==> config.mk <==
export PLATFORM = sky130hd
export DESIGN_NAME = mem_access_ctrl
export DESIGN_NICKNAME = d
export VERILOG_FILES = /design/src/rtl/mem_access_ctrl.sv
export SDC_FILE = /design/constraint.sdc
export NUM_CORES = 1
export LEC_CHECK = 0
export ABC_AREA = 1
export ABC_CLOCK_PERIOD_IN_PS = 4250
export CAP_MARGIN = 20
export CORE_MARGIN = 1
export CORE_UTILIZATION = 40
export DETAILED_ROUTE_END_ITERATION = 10
export GPL_TIMING_DRIVEN = 0
export PLACE_DENSITY = 0.69
export SLEW_MARGIN = 20
export SYNTH_ARGS = -nofsm -noshare
export SYNTH_HDL_FRONTEND = slang
export SYNTH_SLANG_ARGS = --single-unit
==> constraint.sdc <==
create_clock -name clk -period 4.25 [get_ports clk]
set_input_delay 0.85 -clock clk [delete_from_list [all_inputs] [get_ports clk]]
set_output_delay 0.85 -clock clk [all_outputs]
set_load 0.02 [all_outputs]
==> src/rtl/mem_access_ctrl.sv <==
// Bus initiator for a 16x8 memory: one CPU request at a time, direct or indirect (M[M[a]]) access,
// with every memory access phase held for WAIT_CYCLES clocks and a one-cycle completion pulse.
module mem_access_ctrl #(
  parameter int ADDR_W      = 4,
  parameter int DATA_W      = 8,
  parameter int WAIT_CYCLES = 1
) (
  input  logic              clk,
  input  logic              rst_n,
  input  logic              req_valid,
  output logic              req_ready,
  input  logic              req_write,
  input  logic              req_indirect,
  input  logic [ADDR_W-1:0] req_addr,
  input  logic [DATA_W-1:0] req_wdata,
  output logic              rsp_valid,
  output logic [DATA_W-1:0] rsp_rdata,
  output logic [ADDR_W-1:0] mem_address,
  output logic              mem_read,
  output logic              mem_write,
  output logic [DATA_W-1:0] mem_data_in,
  input  logic [DATA_W-1:0] mem_data_out
);

  typedef enum logic [1:0] {
    IDLE   = 2'd0,
    PTR    = 2'd1,
    ACCESS = 2'd2,
    RESP   = 2'd3
  } state_t;

  localparam logic [3:0] CNT_LAST = 4'(WAIT_CYCLES - 1);

  state_t            state_r, state_s;
  logic [3:0]        cnt_r, cnt_s;
  logic [ADDR_W-1:0] addr_r, addr_s;
  logic [ADDR_W-1:0] eff_addr_r, eff_addr_s;
  logic [DATA_W-1:0] wdata_r, wdata_s;
  logic              write_r, write_s;
  logic [DATA_W-1:0] rdata_r, rdata_s;
  logic              last_s;

  assign last_s = (cnt_r == CNT_LAST);

  // State and captured-request registers
  always_ff @(posedge clk or negedge rst_n) begin
    if (!rst_n) begin
      state_r    <= IDLE;
      cnt_r      <= 4'd0;
      addr_r     <= {ADDR_W{1'b0}};
      eff_addr_r <= {ADDR_W{1'b0}};
      wdata_r    <= {DATA_W{1'b0}};
      write_r    <= 1'b0;
      rdata_r    <= {DATA_W{1'b0}};
    end else begin
      state_r    <= state_s;
      cnt_r      <= cnt_s;
      addr_r     <= addr_s;
      eff_addr_r <= eff_addr_s;
      wdata_r    <= wdata_s;
      write_r    <= write_s;
      rdata_r    <= rdata_s;
    end
  end

  // Next-state logic; each memory phase runs its counter from 0 to WAIT_CYCLES-1
  always_comb begin
    state_s    = state_r;
    cnt_s      = cnt_r;
    addr_s     = addr_r;
    eff_addr_s = eff_addr_r;
    wdata_s    = wdata_r;
    write_s    = write_r;
    rdata_s    = rdata_r;
    case (state_r)
      IDLE: begin
        if (req_valid) begin
          addr_s     = req_addr;
          eff_addr_s = req_addr;
          wdata_s    = req_wdata;
          write_s    = req_write;
          cnt_s      = 4'd0;
          state_s    = req_indirect ? PTR : ACCESS;
        end else begin
          state_s = IDLE;
        end
      end
      PTR: begin
        if (last_s) begin
          eff_addr_s = mem_data_out[ADDR_W-1:0];
          cnt_s      = 4'd0;
          state_s    = ACCESS;
        end else begin
          cnt_s = cnt_r + 4'd1;
        end
      end
      ACCESS: begin
        if (last_s) begin
          rdata_s = write_r ? wdata_r : mem_data_out;
          cnt_s   = 4'd0;
          state_s = RESP;
        end else begin
          cnt_s = cnt_r + 4'd1;
        end
      end
      RESP: begin
        state_s = IDLE;
      end
      default: begin
        state_s = IDLE;
        cnt_s   = 4'd0;
      end
    endcase
  end

  // Bus and handshake outputs decoded from registered state only
  always_comb begin
    req_ready   = 1'b0;
    rsp_valid   = 1'b0;
    mem_read    = 1'b0;
    mem_write   = 1'b0;
    mem_address = {ADDR_W{1'b0}};
    mem_data_in = {DATA_W{1'b0}};
    case (state_r)
      IDLE: begin
        req_ready = 1'b1;
      end
      PTR: begin
        mem_read    = 1'b1;
        mem_address = addr_r;
      end
      ACCESS: begin
        mem_address = eff_addr_r;
        if (write_r) begin
          mem_write   = 1'b1;
          mem_data_in = wdata_r;
        end else begin
          mem_read = 1'b1;
        end
      end
      RESP: begin
        rsp_valid = 1'b1;
      end
      default: begin
        req_ready = 1'b0;
      end
    endcase
  end

  assign rsp_rdata = rdata_r;

endmodule
* After elaboration in Yosys (flattened, before gate mapping) *
Cells that the tools add are included.

storage, ports and cells
  flip-flop bits (word level) = 31
  bits of input ports = 25

cells by class
  eq/ne operators = 6
  reductions and logical operators = 10
  mux-type cells = 21
  add/subtract/negate cells = 1

operators with widths
  operator                                       number
  two-way mux 8 bit                              3
  one-hot mux 4 bit (2 select lines)             3
  two-way mux 4 bit                              4
  two-way mux 2 bit                              4
  one-hot mux 2 bit (4 select lines)             1
  AND reduction 2 bit                            4
  inequality test 2 bit, second input constant   3
  two-way mux 1 bit                              5
  adder 4 x 1 -> 4 bit, second input constant    1
  == test 2 bit, second input constant           2
  zero test 4 bit                                1
  nonzero test 2 bit                             2
  AND reduction 3 bit                            1
  == test 2 x 1 -> 1 bit, second input constant  1
  zero test 2 bit                                1
  one-hot mux 1 bit (2 select lines)             1
  OR reduction 2 bit                             1

* Depth between registers and ports, before layout *
Gate-level depths: netlist of run 1.

  depth in word-level cells = 4
  gate-level depth with buffers = 10
  gate-level depth less buffers = 9

* Least setup slack after synthesis of run 1 *
Ideal clock, no wire load.

  kind = flip-flop to output port
  from = register state_r[0]
  to = output mem_read
  setup slack = 2,061 ps
  required time = 3,400 ps
  stages on the path, launching flop included = 7
  path buffers = 0
  data arrival time = 1,339 ps
  path through = dfrtp_1 -> inv_1 -> ha_1 -> inv_2 -> nand2_1 -> nand2_1 -> a21oi_1

between the ends
  word-level cells in the longest chain between the ends = 2
  elaborated cells between the ends (all ways) = 3
  classes of those cells = eq/ne (2); mux (1)

ends and longest elaborated chain
  what                                                     RTL line  text
  start, declared                                          34        state_t state_r, state_s;
  start signal, assigned                                   56        state_r <= state_s;
  == test 2 bit or == test 2 x 1 -> 1 bit (tied branches)  124       case (state_r)
  one-hot mux 1 bit (2 select lines) (*)                   124
  end, declared                                            19        output logic mem_read,

Mark *: on every way between the ends. The rest lies on a longest branch, timed or not.

* Worst setup path in the final report of run 1 *
Same ends and word-level chain as after synthesis.

==> out/results.tsv, run 1 <==
stage	metric	value	unit
finish	stdcell_count	337	
drt	wl_per_cell	12.2	um
pwr	power.net_switching	721	uW
yosys	yosysTopAreaCell	dfrtp_1	
clock_network	cts_resized	0	
drt	routed.top_layer	met4	
setup_path	r2r-start	state_r[0]$_DFFE_PN0P_	
yosys	synth_fa_ha_area_share	5.13	%
setup_path	cp_max_fo	10	
grt	grt_pass1_wl	6.83	mm
yosys	yosysMostFrequentCell	nand2_1	
timing	finalCritPeriodShare	74.6	%
pwr	pwr-share-clk	14.1	%
status	outcome	completed	
yosys	yosys-top-cells-count	nand2_1, dfrtp_1, inv_1	
yosys	yosys.cell_types.count	21	
hold_path	hold_start	wdata_r[3]$_DFFE_PN0P_	
setup_path	reg2reg_depth	8	
floorplan	num_io_pins	49	
drt	dr_wl_met3	217	um
clock_network	cts_sinks	31	
yosys	ys_async_sr_fraction	100	%
timing	drv_slew	0	
yosys	synth_edf_count	0	
yosys	ys_ff_latch	31	
yosys	netlist.area_leader.share	45.4	%
drt	routed-wl-met2	1.87	mm
clock_network	clk_latency	290	ps
hold_path	min_path_type	flop to flop	
pwr	p_per_area	689	mW/mm2
timing	setup_violations	0	
drt	firstDrtPassIters	4	
setup_path	critPathKind	flop to output port	
setup_path	start_kind	flop	
yosys	ys_warn_count	0	
pwr	seq_power_share	31.3	%
timing	hold_viol	0	
timing	relSlewSlack	53.3	%
floorplan	die_h	67.3	um
finish	num_antenna_cells	0	
yosys	synth_mux_area_share	0	%
clock_network	ctsLongestPathBuffers	2	
grt	grt-ovfl-total	0	
run	cap_violations	0	
setup_path	critPathCaptureType	output port	
floorplan	fp.dieW	67.3	um
placed_design	place_area	0.00225	mm2
yosys	synth_compound_area_share	10.8	%
yosys	syn-instance-count	231	
placed_design	io_buffers	48	
drt	drt-met1-wl	1.91	mm
timing	fmax	315	MHz
setup_path	cp_data_arrival_time	2320	ps
yosys	avgSynthCellArea	7.39	um2
timing	rsz0062_at_grt	no	
finish	final_nets	318	
placed_design	placed_cells	329	
placed_design	dp_hpwl	3.08	mm
setup_path	r2r_end	cnt_r[3]$_DFFE_PN0P_	
pwr	pwr-share-comb	54.6	%
pwr	vdd_ir_drop_max	0.306	mV
hold_path	hold_depth	2	
clock_network	h-tree-depth	2	
drt	drtAntennaViolNets	0	
drt	drt_iter0_drc	114	
yosys	synth-simple-area-share	30.3	%
setup_path	regToRegSetupSlack	2690	ps
grt	antenna_found_initial	0	
finish	fill_cells	406	
clock_network	clk_pin_slew_worst_paths	60	ps
pwr	p_leak	1.15	nW
timing	clock_skew	9.07	ps
yosys	synth_area	0.00171	mm2
yosys	synth_top_family_by_area	simple AND/OR/NAND/NOR gates	
clock_network	cts_tree	done	
clock_network	hold_buffers	0	
grt	grt_pass1_vias	1482	
yosys	synth_area_leaders	dfrtp_1, nand2_1, ha_1, nand3_1, o21ai_0	
pwr	p_int	882	uW
floorplan	initial_core_util	42.1	%
hold_path	min_to	wdata_r[3]$_DFFE_PN0P_	
timing	tightestPinTransition	700	ps
timing	final.min_clock_period	3170	ps
clock_network	clockRootBuffer	clkbuf_8	
drt	via_per_inst	4.85	
setup_path	worstPathRequired	3400	ps
finish	post-route-cell-area	0.00233	mm2
clock_network	numCtsBuffers	5	
drt	num_vias	1633	
grt	grt_start_max_net_pins	32	
floorplan	die-area	0.00454	mm2
timing	setup_tns	0	ps
pwr	switching_share	45.0	%
clock_network	cts_setup_buffers	0	
yosys	ys_seq_area_share	45.4	%
yosys	synth_fp_nets	263	
floorplan	core	0.00406	mm2
drt	wl	4.10	mm
yosys	synth-xor-area-share	0	%
finish	drive_gt1_share	8.71	%
finish	area_growth	36.3	%
placed_design	gp_congestion	0.802	
yosys	synthFlopType	dfrtp_1	
drt	drc	0	
grt	grt.total_usage	20.6	%
floorplan	rows	23	
[power by group through the flow]
stage / Combinational (mW) / Clock (mW) / Sequential [mW]
2_1_floorplan: 0.545 / 0 / 0.528
3_3_place_gp: 0.859 / 0 / 0.500
3_5_place_dp: 0.877 / 0 / 0.506
4_1_cts: 0.880 / 0.228 / 0.501
5_1_grt: 0.987 / 0.240 / 0.516
6_report: 0.874 / 0.226 / 0.502
[cell type report]
class / count / area (um2) / area share, %
inverters: 25 / 93.8 / 4.03
repair buffers: 48 / 475 / 20.4
clock inverters: 1 / 5.00 / 0.215
flip-flops and latches: 31 / 776 / 33.3
plain buffers: 8 / 48.8 / 2.10
multi-input cells: 167 / 790 / 33.9
clock buffers: 7 / 76.3 / 3.28
well taps: 50 / 62.6 / 2.69
[sequential cells by signal, summed over array words and instances, names as in the netlist]
signal / count
addr_r: 4
cnt_r: 4
eff_addr_r: 4
rsp_rdata: 8
state_r: 2
wdata_r: 8
write_r: 1
[metrics by stage]
stage	total power, mW	setup slack, ps	util [%]	hold WS [ps]
after floorplan	1.07	2060	-	442
after global placement	1.36	1440	55.5	455
after detailed placement	1.38	1390	55.4	459
after CTS	1.61	1080	57.4	474
after global routing	1.74	948	57.4	490
final	1.60	1080	57.4	473
[how the worst max path moves through the flow]
stage | start | to | slack [ps] | cells past startpoint
floorplan | state_r[0]$_DFFE_PN0P_ | mem_read | 2060 | 6
global placement | state_r[0]$_DFFE_PN0P_ | mem_data_in[0] | 1440 | 6
detailed placement | state_r[0]$_DFFE_PN0P_ | mem_data_in[0] | 1390 | 6
CTS | state_r[0]$_DFFE_PN0P_ | mem_data_in[0] | 1080 | 6
global route | state_r[0]$_DFFE_PN0P_ | mem_read | 950 | 7
finish | state_r[0]$_DFFE_PN0P_ | mem_read | 1080 | 7
[critical path: stages (launching register included)]
cell,delay (ps)
dfrtp_1,410
inv_1,150
ha_1,320
inv_2,150
nand2_1,140
nand2_1,60
a21oi_1,170
clkdlybuf4s50_1,630
[cell usage in the layout (no fill, tap or decap), types with 2 or more instances in the layout]
cell type         n
o21ai_0          17
a21oi_1           6
nand2_1          89
buf_2             7
nand2_2           3
inv_1            21
inv_2             3
dfrtp_1          31
nand3_1          17
ha_1              7
o21ai_1          12
nor2_1           10
clkbuf_8          5
clkbuf_1          2
clkdlybuf4s50_1  47
[layer usage]
metal | track usage, % | vias up
met2 | 31.4 | 53
met5 | 0 | -
li1 | - | 833
met3 | 5.57 | 8
met4 | 9.04 | 0
met1 | 27.2 | 739
[cells by family after synthesis]
group	after synthesis
simple gates	124
compound gates	36
buf+inv	33
flops	31
fa+ha+maj	7
(Power assumes the default switching activity.)
==> run 2: changes to the inputs <==
ABC_CLOCK_PERIOD_IN_PS = 2750   (was 4250)
PLACE_DENSITY = 0.72   (was 0.69)
clock period = 2.75 ns   (was 4.25 ns; I/O delays follow)
==> out/results.tsv, run 2 (synthesized netlist as in run 1, its figures left out) <==
stage	metric	value	unit	change
setup_path	worstPathCellList	inv_1 > ha_2 > inv_2 > buf_2 > nor2_1 > dlygate4sd2_1		was inv_1 > ha_1 > inv_2 > nand2_1 > nand2_1 > a21oi_1 > clkdlybuf4s50_1
setup_path	r2r_end	cnt_r[2]$_DFFE_PN0P_		was cnt_r[3]$_DFFE_PN0P_
setup_path	critPathLaunch	state_r[0]$_DFFE_PN0P_		unchanged
drt	num_vias	1610		was 1633
clock_network	cts_tree	done		unchanged
pwr	vdd_ir_drop_max	0.450	mV	was 0.306 mV
timing	clock_skew	5.44	ps	was 9.07 ps
hold_path	min_path_type	input pin to asynchronous set/reset pin		was flop to flop
grt	grt.total_usage	20.0	%	was 20.6%
clock_network	ctsLongestPathBuffers	2		unchanged
run	cap_violations	0		unchanged
setup_path	cp_data_arrival_time	1920	ps	was 2320 ps
finish	final_nets	318		unchanged
grt	grt_pass1_wl	6.73	mm	was 6.83 mm
timing	final.min_clock_period	2470	ps	
clock_network	cts_sinks	31		unchanged
finish	num_antenna_cells	0		unchanged
grt	grt_start_max_net_pins	32		unchanged
setup_path	endpoint	mem_data_in[0]		was mem_read
drt	wl	4.00	mm	was 4.10 mm
timing	rsz0062_at_grt	no		unchanged
clock_network	clk_latency	280	ps	was 290 ps
finish	drive_gt1_share	9.44	%	was 8.71%
setup_path	r2r-start	state_r[0]$_DFFE_PN0P_		unchanged
drt	wl_per_cell	11.9	um	was 12.2 um
placed_design	io_buffers	48		unchanged
floorplan	die_h	67.3	um	unchanged
drt	drc	0		unchanged
setup_path	regToRegSetupSlack	1230	ps	was 2690 ps
floorplan	core	0.00406	mm2	unchanged
drt	firstDrtPassIters	5		was 4
floorplan	initial_core_util	42.1	%	unchanged
setup_path	reg2reg_depth	10		was 8
drt	via_per_inst	4.79		was 4.85
timing	relSlewSlack	54.9	%	was 53.3%
timing	holdWs	298	ps	was 473 ps
grt	antenna_found_initial	0		unchanged
floorplan	fp.dieW	67.3	um	unchanged
setup_path	worstPathRequired	2200	ps	was 3400 ps
setup_path	critPathKind	flop to output port		unchanged
clock_network	clk_pin_slew_worst_paths	70	ps	was 60 ps
pwr	p_leak	1.37	nW	was 1.15 nW
clock_network	numCtsBuffers	5		unchanged
timing	tightestPinTransition	677	ps	was 700 ps
setup_path	cp_max_fo	10		unchanged
timing	setup_tns	0	ps	unchanged
setup_path	max_stage_delay	410	ps	was 630 ps
pwr	p_per_area	1040	mW/mm2	was 689 mW/mm2
grt	grt-ovfl-total	0		unchanged
setup_path	crit_slowest_cell	dfrtp_1		was clkdlybuf4s50_1
status	outcome	completed		unchanged
placed_design	dp_hpwl	2.99	mm	was 3.08 mm
timing	fmax	405	MHz	
timing	drv_slew	0		unchanged
setup_path	start_kind	flop		unchanged
timing	hold_viol	0		unchanged
setup_path	critPathCaptureType	output port		unchanged
finish	area_growth	38.5	%	was 36.3%
grt	grt_pass1_vias	1527		was 1482
clock_network	hold_buffers	0		unchanged
finish	layout_common_cells	nand2_1, clkdlybuf4s50_1, dfrtp_1		unchanged
floorplan	rows	23		unchanged
drt	drt_iter0_drc	52		was 114
timing	setup_violations	0		unchanged
floorplan	num_io_pins	49		unchanged
finish	final_common_cell	nand2_1		unchanged
placed_design	gp_congestion	0.760		was 0.802
timing	finalCritPeriodShare	89.8	%	
floorplan	die-area	0.00454	mm2	unchanged
clock_network	h-tree-depth	2		unchanged
clock_network	clockRootBuffer	clkbuf_8		unchanged
drt	drtAntennaViolNets	0		unchanged
==> run 2: how the worst min path moves through the flow <==
stage	to
after CTS	state_r[0]$_DFFE_PN0P_
after global routing	state_r[0]$_DFFE_PN0P_
final	rsp_rdata[6]$_DFFE_PN0P_
after global placement	wdata_r[7]$_DFFE_PN0P_
after floorplan	addr_r[0]$_DFFE_PN0P_
after detailed placement	wdata_r[5]$_DFFE_PN0P_
==> run 2: area by class of cell <==
cell class / instances / area (um2)
plain buffers: 8 / 48.8
clock buffers: 6 / 82.6
clock inverters: 1 / 5.00
fillers: 387 / 1690
inverters: 25 / 93.8
multi-input cells: 167 / 792
flip-flops and latches: 31 / 776
well taps: 50 / 62.6
repair buffers: 48 / 504
==> run 2: worst max-delay path: cells and delay by family, from the launching register on <==
family                     cells  cell delay [ps]
buffers and inverters          4              800
and+or+nand+nor                1              160
adders and majority gates      1              260
DFF                            1              410
==> run 2: per-stage QoR <==
step / power [mW] / util (%) / cell area, um2 / worst slack [ps] / cells
6_report: 2.47 / 58.3 / 2360 / 281 / 336
5_1_grt: 2.70 / 58.3 / 2360 / 177 / 336
4_1_cts: 2.49 / 57.5 / 2330 / 10.6 / 336
3_5_place_dp: 2.12 / 55.4 / 2250 / 230 / 329
3_3_place_gp: 2.10 / 55.5 / 2250 / 245 / 329
2_1_floorplan: 1.66 / - / 1710 / 861 / 231
==> run 2: repair_timing <==
item                                    CTS  global route
endpoints found under the setup margin    9            12
gates resized for setup                   2            12
buffers inserted                          0             0
gates cloned                              0             0
==> run 2: where the power goes <==
part	internal (mW)	switching [mW]	total (mW)
registers	0.657	0.114	0.772
clock network	0.196	0.168	0.364
logic	0.521	0.809	1.33
==> run 2: routing by layer <==
metal | vias up | part of all wire [%] | track usage, %
met5 | - | 0 | 0
met2 | 29 | 49 | 32.5
met1 | 745 | 48 | 25.3
met4 | 0 | 0.52 | 8.51
met3 | 4 | 2.8 | 4.73
li1 | 832 | - | -
==> run 3: changes to the inputs <==
CTS_CLUSTER_SIZE = 25   (was not set)
==> results of run 3 <==
The final DEF is identical to that of run 2; final timing and power are the same.
